**src/rtl/overlay_gen.sv**
```systemverilog
// overlay_gen: crosshair flag and hollow-square sprite centred on a once-per-frame smoothed target.
// Latency: 2 cycles from scan position / data_valid_in to crosshair_out, sprite_pixel_out and valid_out.
// Backpressure: none; this is a free-running pixel stream with one pixel accepted every cycle.
//
// Ports:
//   clk_in, rst_in                         pixel clock, async active-high reset
//   hcount_in, vcount_in, data_valid_in    scan position and active-area flag
//   new_frame_in                           start-of-vblank pulse; the display centre updates only here
//   com_x_in, com_y_in, com_valid_in       raw centre-of-mass sample and its strobe
//   crosshair_out, sprite_pixel_out        overlay layers (a sprite value of 0 means transparent)
//   valid_out                              data_valid_in aligned to the overlay outputs
//   tracking_out                           high while a target is being tracked
module overlay_gen #(
  parameter int          H_ACTIVE     = 1280,
  parameter int          V_ACTIVE     = 720,
  parameter int          SPRITE_SIZE  = 64,
  parameter int          BORDER       = 2,
  parameter int          SMOOTH_SHIFT = 2,
  parameter int          STALE_FRAMES = 30,
  parameter logic [23:0] SPRITE_COLOR = 24'hFF00FF
) (
  input  logic        clk_in,
  input  logic        rst_in,
  input  logic [10:0] hcount_in,
  input  logic [9:0]  vcount_in,
  input  logic        data_valid_in,
  input  logic        new_frame_in,
  input  logic [10:0] com_x_in,
  input  logic [9:0]  com_y_in,
  input  logic        com_valid_in,
  output logic        crosshair_out,
  output logic [23:0] sprite_pixel_out,
  output logic        valid_out,
  output logic        tracking_out
);

  localparam int SW = $clog2(STALE_FRAMES + 1);

  localparam logic [10:0]        X_MAX   = 11'(H_ACTIVE - 1);
  localparam logic [9:0]         Y_MAX   = 10'(V_ACTIVE - 1);
  localparam logic signed [12:0] X_MAX_S = 13'(H_ACTIVE - 1);
  localparam logic signed [12:0] Y_MAX_S = 13'(V_ACTIVE - 1);
  localparam logic [11:0]        HALF    = 12'(SPRITE_SIZE / 2);
  localparam logic [11:0]        INNER   = 12'(SPRITE_SIZE / 2 - BORDER);
  localparam logic [SW-1:0]      STALE_LAST = SW'(STALE_FRAMES - 1);

  typedef enum logic [1:0] {ST_INIT, ST_TRACK, ST_LOST} state_t;

  state_t          r_state;
  logic [10:0]     r_sx, r_pend_x;
  logic [9:0]      r_sy, r_pend_y;
  logic            r_pend;
  logic [SW-1:0]   r_stale;
  logic            r_s1_dv, r_s1_cross, r_s1_spr;

  // Clamp raw samples to the active area before they are stored.
  logic [10:0] w_cap_x;
  logic [9:0]  w_cap_y;
  assign w_cap_x = (com_x_in > X_MAX) ? X_MAX : com_x_in;
  assign w_cap_y = (com_y_in > Y_MAX) ? Y_MAX : com_y_in;

  // IIR step s + ((p - s) >>> shift), in 13-bit signed arithmetic so a
  // target moving left/up rounds toward minus infinity rather than wrapping.
  logic signed [12:0] w_dx_f, w_dy_f, w_fx_sum, w_fy_sum;
  logic [10:0]        w_fx;
  logic [9:0]         w_fy;
  assign w_dx_f   = $signed({2'b00, r_pend_x}) - $signed({2'b00, r_sx});
  assign w_dy_f   = $signed({3'b000, r_pend_y}) - $signed({3'b000, r_sy});
  assign w_fx_sum = $signed({2'b00, r_sx}) + (w_dx_f >>> SMOOTH_SHIFT);
  assign w_fy_sum = $signed({3'b000, r_sy}) + (w_dy_f >>> SMOOTH_SHIFT);
  assign w_fx = w_fx_sum[12] ? 11'd0 : (w_fx_sum > X_MAX_S) ? X_MAX : w_fx_sum[10:0];
  assign w_fy = w_fy_sum[12] ? 10'd0 : (w_fy_sum > Y_MAX_S) ? Y_MAX : w_fy_sum[9:0];

  // Pending sample register. A strobe coinciding with new_frame_in wins, so
  // the frame update consumes the older value while the new one stays pending.
  always_ff @(posedge clk_in or posedge rst_in) begin
    if (rst_in) begin
      r_pend   <= 1'b0;
      r_pend_x <= '0;
      r_pend_y <= '0;
    end else if (com_valid_in) begin
      r_pend   <= 1'b1;
      r_pend_x <= w_cap_x;
      r_pend_y <= w_cap_y;
    end else if (new_frame_in) begin
      r_pend   <= 1'b0;
    end
  end

  // Target state machine; sx/sy only move on new_frame_in, i.e. in blanking.
  always_ff @(posedge clk_in or posedge rst_in) begin
    if (rst_in) begin
      r_state      <= ST_INIT;
      r_sx         <= '0;
      r_sy         <= '0;
      r_stale      <= '0;
      tracking_out <= 1'b0;
    end else if (new_frame_in) begin
      case (r_state)
        ST_TRACK: begin
          if (r_pend) begin
            r_sx    <= w_fx;
            r_sy    <= w_fy;
            r_stale <= '0;
          end else begin
            r_stale <= r_stale + 1'b1;
            if (r_stale == STALE_LAST) begin
              r_state      <= ST_LOST;
              tracking_out <= 1'b0;
            end
          end
        end
        default: begin
          // INIT and LOST both reacquire by loading the sample unfiltered.
          if (r_pend) begin
            r_sx         <= r_pend_x;
            r_sy         <= r_pend_y;
            r_stale      <= '0;
            r_state      <= ST_TRACK;
            tracking_out <= 1'b1;
          end
        end
      endcase
    end
  end

  // Stage 1: signed offsets from the centre, magnitudes and region tests.
  logic signed [11:0] w_ox, w_oy;
  logic [11:0]        w_ax, w_ay;
  logic               w_en, w_in_reg, w_on_edge;
  assign w_ox      = $signed({1'b0, hcount_in}) - $signed({1'b0, r_sx});
  assign w_oy      = $signed({2'b00, vcount_in}) - $signed({2'b00, r_sy});
  assign w_ax      = w_ox[11] ? 12'(-w_ox) : 12'(w_ox);
  assign w_ay      = w_oy[11] ? 12'(-w_oy) : 12'(w_oy);
  assign w_in_reg  = (w_ax < HALF) && (w_ay < HALF);
  assign w_on_edge = (w_ax >= INNER) || (w_ay >= INNER);
  assign w_en      = data_valid_in && (r_state == ST_TRACK);

  always_ff @(posedge clk_in or posedge rst_in) begin
    if (rst_in) begin
      r_s1_dv    <= 1'b0;
      r_s1_cross <= 1'b0;
      r_s1_spr   <= 1'b0;
    end else begin
      r_s1_dv    <= data_valid_in;
      r_s1_cross <= w_en && ((hcount_in == r_sx) || (vcount_in == r_sy));
      r_s1_spr   <= w_en && w_in_reg && w_on_edge;
    end
  end

  // Stage 2: colour select and output registers.
  always_ff @(posedge clk_in or posedge rst_in) begin
    if (rst_in) begin
      valid_out        <= 1'b0;
      crosshair_out    <= 1'b0;
      sprite_pixel_out <= '0;
    end else begin
      valid_out        <= r_s1_dv;
      crosshair_out    <= r_s1_cross;
      sprite_pixel_out <= r_s1_spr ? SPRITE_COLOR : 24'h000000;
    end
  end

endmodule
```
**config.mk**
```make
export PLATFORM = sky130hd
export DESIGN_NAME = overlay_gen
export DESIGN_NICKNAME = d
export VERILOG_FILES = /design/src/rtl/overlay_gen.sv
export SDC_FILE = /design/constraint.sdc
export NUM_CORES = 1
export LEC_CHECK = 0
export CAP_MARGIN = 0
export CORE_MARGIN = 3
export CORE_UTILIZATION = 30
export DETAILED_ROUTE_END_ITERATION = 8
export PLACE_DENSITY = 0.54
export SYNTH_ARGS = -nofsm -noshare
export SYNTH_HDL_FRONTEND = slang
export SYNTH_SLANG_ARGS = --single-unit
export TNS_END_PERCENT = 100
```
**constraint.sdc**
```tcl
create_clock -name clk_in -period 5.1 [get_ports clk_in]
set_input_delay 1.53 -clock clk_in [delete_from_list [all_inputs] [get_ports clk_in]]
set_output_delay 1.53 -clock clk_in [all_outputs]
set_load 0.03 [all_outputs]
```
==> flow_metrics.tcl, run 1 <==
set metrics [dict create \
    place_area_um2 6545 \
    path_max_fanout 5 \
    rsz0062_at_grt "false" \
    setup_ws_ps 659.2 \
    cp_cell_sequence "inv_1 -> ha_1 -> a21oi_1 -> o21bai_1 -> a41o_1 -> o21a_1 -> nor2_1 -> nor2b_1 -> nor2_1 -> xnor2_1 -> ha_1 -> nor2_1 -> inv_1 -> a21oi_1 -> a21oi_1 -> a31oi_1 -> xor2_1 -> o21ai_0 -> buf_4 -> o21ai_0 -> a22oi_1" \
    clk_latency_ps 320 \
    ys_ff_latch 56 \
    critical_path_class "register to register" \
    wl_met2_um 6045 \
    die_width_um 144.6 \
    dpl_worst_slack_ps 387.5 \
    post-route-min-period_ps 4441 \
    port_buffers 65 \
    htree_levels 2 \
    synth_top_family_by_area "compound AO/OA/AOI/OAI gates" \
    initial_core_util_pct 30.72 \
    fillCellCount 1954 \
    wl_um 14410 \
    antenna_found_initial 0 \
    first_pass_iters 5 \
    skew_ps 7.797 \
    period_share_pct 87.07 \
    yosysWarnings 0 \
    ioPinCount 74 \
    multi_input_area_um2 3938 \
    area_delta_synth_final_pct 16.19 \
    grt_max_degree 34 \
    synthMuxAreaShare_pct 1.302 \
    synthArstFlopShare_pct 100.0 \
    dp_hpwl_um 11610 \
    cts_buffers 5 \
    slew_headroom_pct 39.12 \
    cp.arrival_ps 4600 \
    synthesis.area_um2 5766 \
    setup_tns_ps 0 \
    met3_length_um 614 \
    final_common_cell "ha_1" \
    highest_layer "met4" \
    core-area_um2 18770 \
    hold_viol 0 \
    cap_violations 0 \
    path_clk_slew_ps 90 \
    cts_tree "yes" \
    tightest_slew_ps 911.0 \
    overflow 0 \
    final_nets 848 \
    grt_pass1_wl_um 24340 \
    drt-met1-wl_um 7535 \
    synth_ff_type "dfrtp_1" \
    num_antenna_cells 0 \
    grt_pass1_vias 4854 \
    cts_resized 0 \
    syn_inst 682 \
    cp-start-kind "register" \
    drt-initial-drc-count 232 \
    final_cell_mix "ha_1 (69), clkdlybuf4s50_1 (65), a21oi_1 (63)" \
    cts_setup_buffers 0 \
    min_path_type "register to register" \
    synth_cell_types 80 \
    run_status "complete, no violations" \
    ys_seq_area_share_pct 24.31 \
    ant_nets 0 \
    ctsLongestPathBuffers 2 \
    die_y_um 144.6 \
    seqCellArea_um2 1401 \
    dieArea_um2 20920 \
    cts.sinks 56 \
    synth_compound_gate_area_share_pct 26.11 \
    cp-end-kind "register" \
    max_freq_ghz 0.2252 \
    fp-row-count 50 \
    synth-adder-area-share_pct 16.36 \
    cts-root-buf "clkbuf_16" \
    critPathMaxStageDelay_ps 400 \
    postCtsHoldBufs 0 \
    syn_area_per_cell_um2 8.454 \
    cp_slowest_cell "dfrtp_1" \
    via_per_inst 5.197 \
    grtUsageTotal_pct 14.48 \
    synth_xor_area_share_pct 8.290 \
    fin_area_um2 6699 \
    wl_per_cell_um 14.96 \
    maxSlewViolCount 0 \
    drive_gt1_share_pct 6.447 \
    synth-edff-count 0 \
    cp.required_ps 5260 \
    gp_congestion 0.8486 \
    setup_viol 0 \
    vias 5005 \
    drc 0 \
    synth-simple-area-share_pct 15.71 \
]
-- area by class of cell --
type                       count  share of cell area, %
multi-input combinational    536                  58.78
sequential                    56                  20.92
timing repair buffer          71                  10.38
tap                          234                  4.371
inverter                      58                  3.250
clock buffer                   5                  1.868
clock inverter                 3                 0.4296
-- cells in the mapped netlist, types with 9 or more instances --
master	instances	area (µm²)
nor2b_1	11	68.82
clkbuf_1	14	52.55
a22oi_1	14	105.1
nor3_1	20	100.1
o21ai_0	43	215.2
xnor2_1	35	306.5
dfrtp_1	56	1401
inv_1	58	217.7
a21o_1	15	112.6
buf_4	23	172.7
a21oi_1	63	315.3
nand3_1	11	55.05
nand2_1	37	138.9
xor2_1	17	148.9
nand2b_1	9	56.30
ha_1	69	863.3
nor2_1	46	172.7
-- worst max-delay path, delay by kind of cell, from the launching register on --
family | cells | cell delay [ps]
buf+inv | 3 | 550
xor+xnor | 2 | 400
fa+ha+maj | 2 | 570
flops | 1 | 400
simple gates | 4 | 520
compound gates | 10 | 1860
-- metal layers --
metal,vias to the layer above,GRT usage [%]
li1,2528,-
met1,2360,21.16
met2,103,22.17
met3,14,2.844
met4,0,3.093
met5,-,0
-- sequential cells by signal, summed over array words and instances (netlist names) --
name              flops
r_pend                1
r_sx                 11
r_sy                 10
r_state               2
r_s1_cross            1
r_pend_x             11
sprite_pixel_out      1
r_s1_spr              1
valid_out             1
r_stale               5
r_pend_y             10
crosshair_out         1
r_s1_dv               1
-- per-stage QoR --
stage	hold WS (ps)	util, %	instances
floorplan	331.2	-	689
global placement	338.2	34.87	955
detailed placement	334.7	34.87	955
CTS	353.7	35.69	963
global route	367.8	35.69	963
finish	351.9	35.69	963
-- final timing paths --
path	depth (start not counted)	slack (ps)	from	endpoint
max	21	660	r_sy[1]$_DFFE_PP0P_	r_sy[1]$_DFFE_PP0P_
min	0	350	r_s1_dv$_DFF_PP0_	valid_out$_DFF_PP0_
max reg2reg	21	660	r_sy[1]$_DFFE_PP0P_	r_sy[1]$_DFFE_PP0P_
min reg2reg	0	350	r_s1_dv$_DFF_PP0_	valid_out$_DFF_PP0_
max in group asynchronous	3	2610	rst_in	r_sx[6]$_DFFE_PP0P_
min in group asynchronous	2	1650	rst_in	r_pend_y[1]$_DFFE_PP0P_
-- cell families after synthesis --
| family | count (synthesis) |
|---|---|
| AO/OA/AOI/OAI | 219 |
| XOR/XNOR | 53 |
| adder cells (fa/ha/maj) | 73 |
| buffers and inverters | 97 |
| flip-flops | 56 |
| multiplexers | 7 |
| other | 1 |
| AND/OR/NAND/NOR | 176 |
Power of run 1 is left out: the tool's default activity adds up to more than one toggle a clock period on the data nets, which glitch-free logic cannot reach.
==> inputs of run 2 (changes only) <==
--- a/config.mk
+++ b/config.mk
@@ -6,7 +6,6 @@
 export NUM_CORES = 1
 export LEC_CHECK = 0
 export CAP_MARGIN = 0
-export CORE_MARGIN = 3
 export CORE_UTILIZATION = 30
 export DETAILED_ROUTE_END_ITERATION = 8
 export PLACE_DENSITY = 0.54
==> constraint.sdc (replaced) <==
create_clock -name clk_in -period 5.1 [get_ports clk_in]
set_input_delay 1.53 -clock clk_in [delete_from_list [all_inputs] [get_ports clk_in]]
set_output_delay 1.53 -clock clk_in [all_outputs]
set_load 0.01 [all_outputs]
==> run 2 against run 1 <==
Effect of this change: flip-flop and latch count unchanged; global-route usage up 0.46 points; highest routed layer unchanged; register-to-register slack better by 70 ps; clock skew about the same; hold slack better by 2.3 ps; final cell count up 0.10%; utilization about the same; count of clock-buffer cells in the layout unchanged; setup slack better by 36 ps.
==> flow_metrics.tcl, run 2 (same netlist as run 1, synthesis figures left out) <==
set metrics [dict create \
    post-route-min-period_ps 4405 \
    cp.arrival_ps 4610 \
    final_nets 849 \
    seqCellArea_um2 1401 \
    setup_ws_ps 694.9 \
    ant_nets 0 \
    maxSlewViolCount 0 \
    wl_per_cell_um 14.77 \
    multi_input_area_um2 3938 \
    dpl_worst_slack_ps 356.7 \
    slew_headroom_pct 41.46 \
    cap_violations 0 \
    max_freq_ghz 0.2270 \
    final_cell_mix "ha_1 (69), clkdlybuf4s50_1 (65), a21oi_1 (63)" \
    overflow 0 \
    num_antenna_cells 0 \
    skew_ps 8.210 \
    critPathTopFamily "compound AO/OA/AOI/OAI gates" \
    setup_viol 0 \
    cts_setup_buffers 0 \
    period_share_pct 86.37 \
    hold_viol 0 \
    port_buffers 65 \
    dp.cells 956 \
    htree_levels 2 \
    cp-end-kind "register" \
    grt_pass1_wl_um 23720 \
    critPathBufInv 5 \
    initial_core_util_pct 30.72 \
    drt-initial-drc-count 201 \
    fin_util_pct 35.73 \
    final_common_cell "ha_1" \
    path_max_fanout 3 \
    drc 0 \
    path_clk_slew_ps 80 \
    dp_hpwl_um 11440 \
    via_per_inst 5.156 \
    cts.sinks 56 \
    cp-start-kind "input pin" \
    cp_slowest_cell "clkdlybuf4s50_1" \
    layout.cells.non_filler 964 \
    clk_latency_ps 310 \
    ioPinCount 74 \
    drive_gt1_share_pct 6.575 \
    ctsLongestPathBuffers 2 \
    gp_congestion 0.8434 \
    grt_pass1_vias 4760 \
    die_y_um 140.6 \
    setup_tns_ps 0 \
    cts_tree "yes" \
    dieArea_um2 19780 \
    critical_path_class "input pin to register" \
    reg_top3 "r_pend_x (11), r_sx (11)" \
    cp_cell_sequence "clkdlybuf4s50_1 -> inv_1 -> ha_1 -> inv_1 -> fa_1 -> inv_1 -> ha_1 -> inv_1 -> or2_2 -> a2111oi_4 -> o31a_1 -> o21ai_1 -> a22oi_2 -> nand4_1 -> a2111oi_2" \
    postCtsHoldBufs 0 \
    cp.required_ps 5310 \
    fp-row-count 50 \
    run_status "complete, no violations" \
    grt_max_degree 40 \
    grtUsageTotal_pct 14.94 \
    cts_resized 0 \
    critPathMaxStageDelay_ps 460 \
    fillCellCount 1945 \
    cts_buffers 5 \
    antenna_found_initial 0 \
    die_width_um 140.6 \
    vias 4970 \
    rsz0062_at_grt "false" \
    tightest_slew_ps 876.8 \
    first_pass_iters 5 \
    core-area_um2 18770 \
    min_path_type "register to register" \
    cpMostUsedCell "inv_1" \
    wl_um 14240 \
    cts-root-buf "clkbuf_16" \
    area_delta_synth_final_pct 16.32 \
]
[run 2: cell count changes in the layout (fill, tap and decap cells not counted)]
cell and delta:
buf_4 +1
[run 2: layout make-up]
cell class,count,area share [%]
Tap cell,234,4.366
Clock buffer,5,1.866
Inverter,58,3.246
Sequential cell,56,20.90
Timing Repair Buffer,72,10.49
Multi-Input combinational cell,536,58.71
Clock inverter,3,0.4291
[run 2: final timing paths]
path | cells past startpoint | to | slack [ps] | start
setup / recovery | 15 | r_s1_spr$_DFF_PP0_ | 690 | vcount_in[0]
hold reg to reg | 0 | valid_out$_DFF_PP0_ | 350 | r_s1_dv$_DFF_PP0_
hold / removal | 0 | valid_out$_DFF_PP0_ | 350 | r_s1_dv$_DFF_PP0_
min in group asynchronous | 2 | r_pend_y[2]$_DFFE_PP0P_ | 1710 | rst_in
setup reg to reg | 21 | r_sy[2]$_DFFE_PP0P_ | 730 | r_sy[1]$_DFFE_PP0P_
max in group asynchronous | 3 | r_sx[5]$_DFFE_PP0P_ | 2590 | rst_in
[run 2: metal layers]
| metal | share of wire, % | global-route usage, % | wire, µm |
|---|---|---|---|
| met1 | 52 | 21.45 | 7385 |
| met2 | 43 | 23.57 | 6173 |
| met3 | 3.7 | 2.208 | 523 |
| met4 | 1.1 | 3.375 | 158 |
| met5 | 0 | 0 | 0 |
[run 2: per-stage QoR]
step	instance area (µm²)	hold slack [ps]
after floorplan	5792	331.2
after global placement	6553	338.0
after detailed placement	6553	337.3
after CTS	6706	357.5
after global routing	6706	366.9
final	6706	354.1
Power of run 2 is left out for the same reason.
==> inputs of run 3 (changes only) <==
--- a/config.mk
+++ b/config.mk
@@ -9,6 +9,7 @@
 export CORE_UTILIZATION = 30
 export DETAILED_ROUTE_END_ITERATION = 8
 export PLACE_DENSITY = 0.54
+export SLEW_MARGIN = 20
 export SYNTH_ARGS = -nofsm -noshare
 export SYNTH_HDL_FRONTEND = slang
 export SYNTH_SLANG_ARGS = --single-unit
==> results of run 3 <==
Same layout as run 2: the final DEF is identical, and so are final timing and power.
Power of run 3 is left out for the same reason.
